**config.mk**
```make
export PLATFORM = sky130hd
export DESIGN_NAME = inv_lshr_solver_flat
export DESIGN_NICKNAME = d
export VERILOG_FILES = /design/src/rtl/inv_lshr_solver_if.sv /design/src/rtl/inv_lshr_solver.sv /design/src/flat_wrapper.sv
export SDC_FILE = /design/constraint.sdc
export NUM_CORES = 1
export LEC_CHECK = 0
export BUFFER_PORTS_ARGS = -buffer_cell sky130_fd_sc_hd__buf_4
export CAP_MARGIN = 20
export CORE_MARGIN = 2
export CORE_UTILIZATION = 40
export CTS_CLUSTER_DIAMETER = 40
export DETAILED_ROUTE_END_ITERATION = 7
export PLACE_DENSITY = 0.64
export SLEW_MARGIN = 20
export SYNTH_ARGS = -nofsm -noshare
export SYNTH_HDL_FRONTEND = slang
export SYNTH_SLANG_ARGS = --single-unit
```
**constraint.sdc**
```tcl
create_clock -name clk -period 6.3 [get_ports clk]
set_input_delay 0 -clock clk [delete_from_list [all_inputs] [get_ports clk]]
set_output_delay 0 -clock clk [all_outputs]
set_load 0.02 [all_outputs]
```
**src/rtl/inv_lshr_solver_if.sv**
```systemverilog
// Request/result handshake bundle for inv_lshr_solver.
// The requester uses the master modport and the solver uses the slave modport.
interface inv_lshr_solver_if #(
  parameter int WIDTH = 4
);
  logic             in_valid;
  logic             in_ready;
  logic             in_mode;
  logic [WIDTH-1:0] in_s;
  logic [WIDTH-1:0] in_t;
  logic             out_valid;
  logic             out_ready;
  logic             out_sat;
  logic [WIDTH-1:0] out_x;

  modport master (
    output in_valid, in_mode, in_s, in_t, out_ready,
    input  in_ready, out_valid, out_sat, out_x
  );

  modport slave (
    input  in_valid, in_mode, in_s, in_t, out_ready,
    output in_ready, out_valid, out_sat, out_x
  );
endinterface

```
**src/rtl/inv_lshr_solver.sv**
```systemverilog
// Sequential Skolem solver for logical-shift-right equations (mode 0: s >> x == t, mode 1: x >> s == t).
// Optional result self-check port chk_err is enabled by defining INV_LSHR_SELFCHECK_EN.
module inv_lshr_solver #(
  parameter int WIDTH = 4,
  parameter int CW    = $clog2(WIDTH + 1)
) (
  input  logic                 clk,
  input  logic                 rst,
  inv_lshr_solver_if.slave     bus
`ifdef INV_LSHR_SELFCHECK_EN
  ,
  output logic                 chk_err
`endif
);

  typedef enum logic [1:0] {IDLE, SEARCH, DONE} state_t;

  state_t           state;
  logic [CW-1:0]    cand;
  logic             in_ready_r;
  logic             out_valid_r;
  logic             out_sat_r;
  logic [WIDTH-1:0] out_x_r;

  logic             mode_reg;
  logic [WIDTH-1:0] s_reg;
  logic [WIDTH-1:0] t_reg;

  logic             accept;
  logic             hit;
  logic             last;
  logic [WIDTH-1:0] m1_x;
  logic             m1_sat;

  assign accept = bus.in_valid & in_ready_r;

  // Operands are data only: captured on accept, never reset.
  always_ff @(posedge clk) begin
    if (accept) begin
      mode_reg <= bus.in_mode;
      s_reg    <= bus.in_s;
      t_reg    <= bus.in_t;
    end
  end

  // Shifting left then back right recovers t only if its top s bits are zero;
  // shift amounts >= WIDTH yield 0, which covers the s >= WIDTH case as well.
  always_comb begin
    m1_x   = t_reg << s_reg;
    m1_sat = ((m1_x >> s_reg) == t_reg);
  end

  assign hit  = ((s_reg >> cand) == t_reg);
  assign last = (cand == CW'(WIDTH - 1));

  always_ff @(posedge clk) begin
    if (rst) begin
      state       <= IDLE;
      cand        <= '0;
      in_ready_r  <= 1'b1;
      out_valid_r <= 1'b0;
      out_sat_r   <= 1'b0;
      out_x_r     <= '0;
    end else begin
      case (state)
        IDLE: begin
          if (bus.in_valid) begin
            state      <= SEARCH;
            cand       <= '0;
            in_ready_r <= 1'b0;
          end
        end
        SEARCH: begin
          if (mode_reg) begin
            state       <= DONE;
            out_valid_r <= 1'b1;
            out_sat_r   <= m1_sat;
            out_x_r     <= m1_sat ? m1_x : '0;
          end else if (hit) begin
            state       <= DONE;
            out_valid_r <= 1'b1;
            out_sat_r   <= 1'b1;
            out_x_r     <= WIDTH'(cand);
          end else if (!last) begin
            cand <= cand + CW'(1);
          end else begin
            // Every shift >= WIDTH gives 0, so WIDTH is the smallest such witness.
            state       <= DONE;
            out_valid_r <= 1'b1;
            out_sat_r   <= (t_reg == '0);
            out_x_r     <= (t_reg == '0) ? WIDTH'(WIDTH) : '0;
          end
        end
        DONE: begin
          if (bus.out_ready) begin
            state       <= IDLE;
            in_ready_r  <= 1'b1;
            out_valid_r <= 1'b0;
          end
        end
        default: begin
          state       <= IDLE;
          in_ready_r  <= 1'b1;
          out_valid_r <= 1'b0;
        end
      endcase
    end
  end

  assign bus.in_ready  = in_ready_r;
  assign bus.out_valid = out_valid_r;
  assign bus.out_sat   = out_sat_r;
  assign bus.out_x     = out_x_r;

`ifdef INV_LSHR_SELFCHECK_EN
  logic [WIDTH-1:0] fwd;

  always_comb begin
    fwd = mode_reg ? (out_x_r >> s_reg) : (s_reg >> out_x_r);
  end

  always_ff @(posedge clk) begin
    if (rst) begin
      chk_err <= 1'b0;
    end else if (out_valid_r && out_sat_r && (fwd != t_reg)) begin
      chk_err <= 1'b1;
    end
  end
`endif

endmodule

```
**src/flat_wrapper.sv**
```systemverilog
// flat-port wrapper written by rule: the top's interface ports become plain ports
module inv_lshr_solver_flat 
#(
  parameter int WIDTH = 4,
  parameter int CW    = $clog2(WIDTH + 1)
)
  (clk, rst, bus_in_valid, bus_in_mode, bus_in_s, bus_in_t, bus_out_ready, bus_in_ready, bus_out_valid, bus_out_sat, bus_out_x);
  inv_lshr_solver_if #(.WIDTH(WIDTH)) bus_i ();
  input  logic clk;
  input  logic rst;
  input wire logic [$bits(bus_i.in_valid)-1:0] bus_in_valid;
  input wire logic [$bits(bus_i.in_mode)-1:0] bus_in_mode;
  input wire logic [$bits(bus_i.in_s)-1:0] bus_in_s;
  input wire logic [$bits(bus_i.in_t)-1:0] bus_in_t;
  input wire logic [$bits(bus_i.out_ready)-1:0] bus_out_ready;
  output wire logic [$bits(bus_i.in_ready)-1:0] bus_in_ready;
  output wire logic [$bits(bus_i.out_valid)-1:0] bus_out_valid;
  output wire logic [$bits(bus_i.out_sat)-1:0] bus_out_sat;
  output wire logic [$bits(bus_i.out_x)-1:0] bus_out_x;
  assign bus_i.in_valid = bus_in_valid;
  assign bus_i.in_mode = bus_in_mode;
  assign bus_i.in_s = bus_in_s;
  assign bus_i.in_t = bus_in_t;
  assign bus_i.out_ready = bus_out_ready;
  assign bus_in_ready = bus_i.in_ready;
  assign bus_out_valid = bus_i.out_valid;
  assign bus_out_sat = bus_i.out_sat;
  assign bus_out_x = bus_i.out_x;
  inv_lshr_solver #(.WIDTH(WIDTH), .CW(CW)) u_core (.clk(clk), .rst(rst), .bus(bus_i));
endmodule
```
=== Yosys cells after proc, flatten, opt, wreduce, memory -nomap -nowiden ===
Index checks and enable logic that the tools add are counted.

* $add $sub $neg: 1
* Bitwise gates (word level): 3
* Shifts and indexed selects: 3
* Reduce and logical (&&, ||, !) cells: 9
* $mul: 0
* Eq/ne operators: 11
* Magnitude comparators: 0
* Mux-type cells: 27
* Divide/modulo/power cells: 0

{| class="wikitable"
|+ Operator list
! cell !! number
|-
| 2-to-1 mux 4 bit || 4
|-
| 2-to-1 mux 3 bit || 5
|-
| 2-to-1 mux 2 bit || 5
|-
| != test 2 bit, second input constant || 5
|-
| 2-to-1 mux 1 bit || 9
|-
| AND reduction 3 bit || 3
|-
| equality test 4 bit || 2
|-
| case mux 1 bit (3 select lines) || 2
|-
| case mux 2 bit (3 select lines) || 1
|-
| case mux 3 bit (2 select lines) || 1
|-
| AND reduction 5 bit || 1
|-
| logical NOT 4 bit || 1
|-
| != test 4 x 1 -> 1 bit, second input constant || 1
|-
| << shifter 4 x 4 -> 4 bit || 1
|-
| right shift 4 x 3 -> 4 bit || 1
|-
| right shift 4 x 4 -> 4 bit || 1
|-
| adder 3 x 1 -> 3 bit, second input constant || 1
|-
| equality test 3 x 2 -> 1 bit, second input constant || 1
|-
| nonzero test 3 bit || 1
|-
| equality test 2 x 1 -> 1 bit, second input constant || 1
|-
| equality test 2 bit, second input constant || 1
|-
| logical NOT 2 bit || 1
|-
| inverter 1 bit || 2
|-
| AND reduction 2 bit || 1
|-
| 2 further kinds || 2
|}

* Bits in read-only memories: 0
* Memory bits (writable): 0
* Word-level logic and storage cells: 63
* Memories: 0
* Register bits: 21
* Latch bits: 0

=== Depth between registers and ports, before layout ===
* Word-level depth: 5
* Depth in mapped cells: 9
* Depth with buffers taken out: 8

=== Worst setup path after synthesis ===
OpenSTA, ideal clock, no wires.

* Path kind: reg-to-reg
* Start point: register u_core.s_reg[1]
* End point: register u_core.out_x_r[3], in the netlist u_core.bus.out_x[3]
* Period minus slack after synthesis: 2.301 ns
* Stages on the path, launching flop included: 8
* Required time: 6.230 ns
* Slack: 3.999 ns
* Arrival: 2.231 ns
* Path buffers: 1
* Setup time: 0.070 ns
* Cell sequence: edfxtp_1 -> buf_2 -> mux2_4 -> a221o_1 -> a32oi_2 -> nand3_4 -> or4_1 -> a21oi_1

* Cells in the longest elaborated chain, start to end: 5

{| class="wikitable"
|+ Ends and longest elaborated chain
! element !! RTL line !! RTL
|-
| start, declared || inv_lshr_solver.sv:26 || <nowiki>logic [WIDTH-1:0] s_reg;</nowiki>
|-
| start signal, assigned || inv_lshr_solver.sv:41 || <nowiki>s_reg <= bus.in_s;</nowiki>
|-
| << shifter 4 x 4 -> 4 bit || inv_lshr_solver.sv:49 || <nowiki>m1_x = t_reg << s_reg;</nowiki>
|-
| right shift 4 x 4 -> 4 bit || inv_lshr_solver.sv:50 || <nowiki>m1_sat = ((m1_x >> s_reg) == t_reg);</nowiki>
|-
| equality test 4 bit || inv_lshr_solver.sv:50 ||
|-
| 2-to-1 mux 4 bit || inv_lshr_solver.sv:78 || <nowiki>out_x_r <= m1_sat ? m1_x : '0;</nowiki>
|-
| 2-to-1 mux 4 bit || inv_lshr_solver.sv:74 || <nowiki>if (mode_reg) begin</nowiki>
|-
| end signal, assigned || inv_lshr_solver.sv:78 ||
|-
| end signal, assigned || inv_lshr_solver.sv:83 || <nowiki>out_x_r <= WIDTH'(cand);</nowiki>
|-
| end signal, assigned || inv_lshr_solver.sv:91 || <nowiki>out_x_r <= (t_reg == '0) ? WIDTH'(WIDTH) : '0;</nowiki>
|-
| end, declared || inv_lshr_solver.sv:23 || <nowiki>logic [WIDTH-1:0] out_x_r;</nowiki>
|}

Several ways; a longest one is shown, not always the timed one.
A chain may end at the register's enable or synchronous reset.

=== Worst setup path in the final report ===
* Start point: register u_core.cand[0]
* End point: register u_core.out_x_r[3], in the netlist u_core.bus.out_x[3]

* Cells in the longest elaborated chain, start to end: 4

{| class="wikitable"
|+ Ends and longest elaborated chain
! element !! RTL line !! RTL
|-
| start, declared || inv_lshr_solver.sv:19 || <nowiki>logic [CW-1:0] cand;</nowiki>
|-
| start signal, assigned || inv_lshr_solver.sv:85 || <nowiki>cand <= cand + CW'(1);</nowiki>
|-
| right shift 4 x 3 -> 4 bit || inv_lshr_solver.sv:53 || <nowiki>assign hit = ((s_reg >> cand) == t_reg);</nowiki>
|-
| equality test 4 bit || inv_lshr_solver.sv:53 ||
|-
| nonzero test 3 bit (no line) / 2-to-1 mux 4 bit (equally long branches) || -- ||
|-
| AND reduction 2 bit (no line) / 2-to-1 mux 4 bit (equally long branches) || -- ||
|}

Several ways; a longest one is shown, not always the timed one.

==> impl_summary.log <==
[metrics] run status: complete, no violations
[metrics] wire length of the first global-routing pass: 4.72 mm
[metrics] count of endpoints failing hold in the final timing report: 0
[metrics] synth top area cells: sky130_fd_sc_hd__edfxtp_1 (21%), sky130_fd_sc_hd__dfxtp_1 (19%), sky130_fd_sc_hd__mux2i_1 (4.7%), sky130_fd_sc_hd__nand2_1 (3.5%), sky130_fd_sc_hd__or2_2 (2.9%)
[metrics] Internal Power: 218 uW
[metrics] Cell Pwr Density: 199 mW/mm2
[metrics] worst setup margin: 3.79 ns
[metrics] Antenna Violating Nets Remaining: 0
[metrics] net switching share of the total power: 0.305
[metrics] share of the synthesized area in the top cell type: 0.211
[metrics] list of most frequent post-synthesis cells: sky130_fd_sc_hd__dfxtp_1 (12), sky130_fd_sc_hd__nand2_1 (12), sky130_fd_sc_hd__edfxtp_1 (9)
[metrics] Net count, final: around 180
[metrics] maximum clock insertion buffer count: 2
[metrics] gate count after technology mapping: 133
[metrics] RSZ-0062 raised after global routing: false
[metrics] final routed wirelength across all metal layers: about 2.7 mm
[metrics] reported max-cap violation count: 0
[metrics] Inserted Diodes: 0
[metrics] slew at the pin closest to its max-slew limit: 0.505 ns
[metrics] number of global-route vias before repair: 1011
[metrics] number of buffers added by the clock tree synthesis step: 3
[metrics] fraction of final layout cells with drive strength greater than 1: 0.231
[metrics] post-route minimum period: 2.51 ns
[metrics] share of synthesized flip-flops with an asynchronous set or reset: 0
[metrics] floorplan die area: 0.00367 mm2
[metrics] leakage power: 0.606 nW
[metrics] count of flip-flops with a built-in enable after synthesis: 9
[metrics] critical path startpoint category: flop
[metrics] share of power burned in combinational logic: 0.253
[metrics] CTS tree: done
[metrics] Finished Core Util: 0.516
[metrics] Max-Slew Margin vs Limit: 0.663
[metrics] clock slew at the register clock pins of the worst setup and hold paths: 0.13 ns
[metrics] fraction of the yosys area taken by sequential cells: 0.399
[metrics] first-iteration detailed-routing DRC count: 37
[metrics] count of unique library cells instantiated by Yosys: 42
[metrics] setup slack after placement: 3.79 ns
[metrics] type of the worst setup path: reg2reg
[metrics] growth of design area from synthesis to finish: 23.2%
[metrics] mean post-synth cell area: 9.61 um2
[metrics] Skew-Pair Late Insertion Delay: 0.31 ns
[metrics] part of the power in registers: 0.533
[metrics] worst endpoint data arrival time: 2.76 ns
[metrics] DR WL/cell: 13.1 um
[metrics] post-synthesis register bit count: 21
[metrics] final weighted congestion in routability-driven placement: roughly 0.85
[metrics] worst min-delay path category: in2reg
[metrics] Overflow after GRT: 0
[metrics] Post-Synthesis Net Count: 148
[metrics] largest area contributor in the netlist: sky130_fd_sc_hd__edfxtp_1
[metrics] initial antenna violation count: 0
[metrics] Max rail drop VDD: 0.0941 mV
[metrics] Core Region: between 0.003 and 0.004 mm2
[metrics] clock power share: 0.215
[metrics] vias per std cell: 5.30
[metrics] io pins: 20
[metrics] aggregate global-route resource usage: 0.172
[metrics] worst-case clock skew: 0.0111 ns
[metrics] total of hold buffers inserted after clock tree synthesis: 12
[metrics] pin count of the biggest net entering global routing: 14
[metrics] maximum level of the CTS H-tree: 1
[metrics] remaining design rule violation count: 0
[metrics] Post-Syn Area: 0.00128 mm2
[metrics] number of clock sinks seen by CTS: 21
[metrics] total negative slack for setup checks: 0 ns
[metrics] critical path peak fanout: 11
[metrics] Period Utilization, post-route: 0.399
[metrics] endpoint class of the critical path: flop
[metrics] Slew Viols, Final: 0
[metrics] f_max: 0.398 GHz
[metrics] die boundary width: 60.5 um
[metrics] length of the first detailed-routing pass in iterations: 4
[metrics] Final Total Pwr: between 300 and 400 uW
[metrics] switching pwr: 95.5 uW
[metrics] worst hold margin: 0.399 ns
[metrics] most frequently used flop master after synthesis: sky130_fd_sc_hd__dfxtp_1
[metrics] HPWL after detailed placement: 2.01 mm
[metrics] Rows: 20
[metrics] Syn. warnings: 0
[metrics] CP required: 6.55 ns
[metrics] number of buffers inserted by post-CTS setup repair: 0
[metrics] count of buffers from port buffering: 19
[metrics] final setup violating endpoints: 0
[metrics] PostCTS Resize Cnt: 0
[metrics] initial standard-cell utilization of the core: 0.419
[metrics] via count of the routed design: around 1100
[metrics] die extent in y: ~60 um
[metrics] root cell of the clock tree: sky130_fd_sc_hd__clkbuf_4
-- worst max-delay path, stage by stage (launching register included) --
cell	delay, ns
sky130_fd_sc_hd__dfxtp_1	0.56
sky130_fd_sc_hd__mux2_4	0.35
sky130_fd_sc_hd__a221o_1	0.39
sky130_fd_sc_hd__a32oi_2	0.30
sky130_fd_sc_hd__nand3_4	0.16
sky130_fd_sc_hd__or4_1	0.55
sky130_fd_sc_hd__a21oi_1	0.15
-- power groups by stage --
stage                     Combinational [mW]  Clock, mW  Sequential [mW]
after CTS                             0.0794     0.0693            0.167
after global routing                  0.0882     0.0766            0.170
after detailed placement              0.0732          0            0.170
after global placement                0.0725          0            0.169
after floorplan                       0.0563          0            0.166
final                                 0.0793     0.0673            0.167
-- through the flow --
step | std cells | instance area (um2)
after CTS | 204 | 1580
after global routing | 204 | 1580
after global placement | 188 | 1430
final | 204 | 1580
after floorplan | 133 | 1280
after detailed placement | 188 | 1430
-- worst paths after layout --
check / startpoint / endpoint / slack (ns) / cells past startpoint
setup / recovery: u_core.cand[0] / u_core.bus.out_x[3] / 3.79 / 6
hold reg to reg: u_core.bus.out_x[3] / u_core.bus.out_x[3] / 0.46 / 2
setup reg to reg: u_core.cand[0] / u_core.bus.out_x[3] / 3.79 / 6
hold / removal: bus_in_s[3] / u_core.s_reg[3] / 0.40 / 2
-- placed cells by master, fill, tap and decap left out, types with 3 or more instances in the layout --
cell type and n:
sky130_fd_sc_hd__a21oi_1 6, sky130_fd_sc_hd__edfxtp_1 9, sky130_fd_sc_hd__or2_2 6, sky130_fd_sc_hd__nand2b_1 4, sky130_fd_sc_hd__nor2_1 6, sky130_fd_sc_hd__clkbuf_4 3, sky130_fd_sc_hd__o21ai_0 4, sky130_fd_sc_hd__nor2b_1 5
sky130_fd_sc_hd__a31oi_1 5, sky130_fd_sc_hd__dlygate4sd3_1 12, sky130_fd_sc_hd__inv_1 5, sky130_fd_sc_hd__nand2_1 12, sky130_fd_sc_hd__o22ai_1 3, sky130_fd_sc_hd__dfxtp_1 12, sky130_fd_sc_hd__mux2i_1 6, sky130_fd_sc_hd__buf_4 19
sky130_fd_sc_hd__nor3_1 6, sky130_fd_sc_hd__o21a_1 3
-- routing by layer --
metal	global-route usage	up-vias	routed length [um]
li1	-	549	-
met1	0.250	504	1340
met2	0.253	24	1220
met3	0.0277	4	83
met4	0.0745	0	31
met5	0	-	0
-- area by class of cell --
cell class                      instances  area (um2)
Inverter                                5        18.8
Sequential cell                        21         510
Multi-Input combinational cell         99         702
Fill cell                             299        1480
Clock buffer                            4        26.3
Timing Repair Buffer                   31         263
Tap cell                               44        55.1
-- logic make-up after synthesis --
| family | Yosys count | share of synthesized area |
|---|---|---|
| buffers and inverters | 13 | 0.0519 |
| AO/OA/AOI/OAI | 33 | 0.192 |
| AND/OR/NAND/NOR | 53 | 0.243 |
| adder cells (fa/ha/maj) | 2 | 0.0196 |
| multiplexers | 10 | 0.0881 |
| XOR/XNOR | 1 | 0.00685 |
| flip-flops | 21 | 0.399 |
Power figures use the tool's default switching activity.
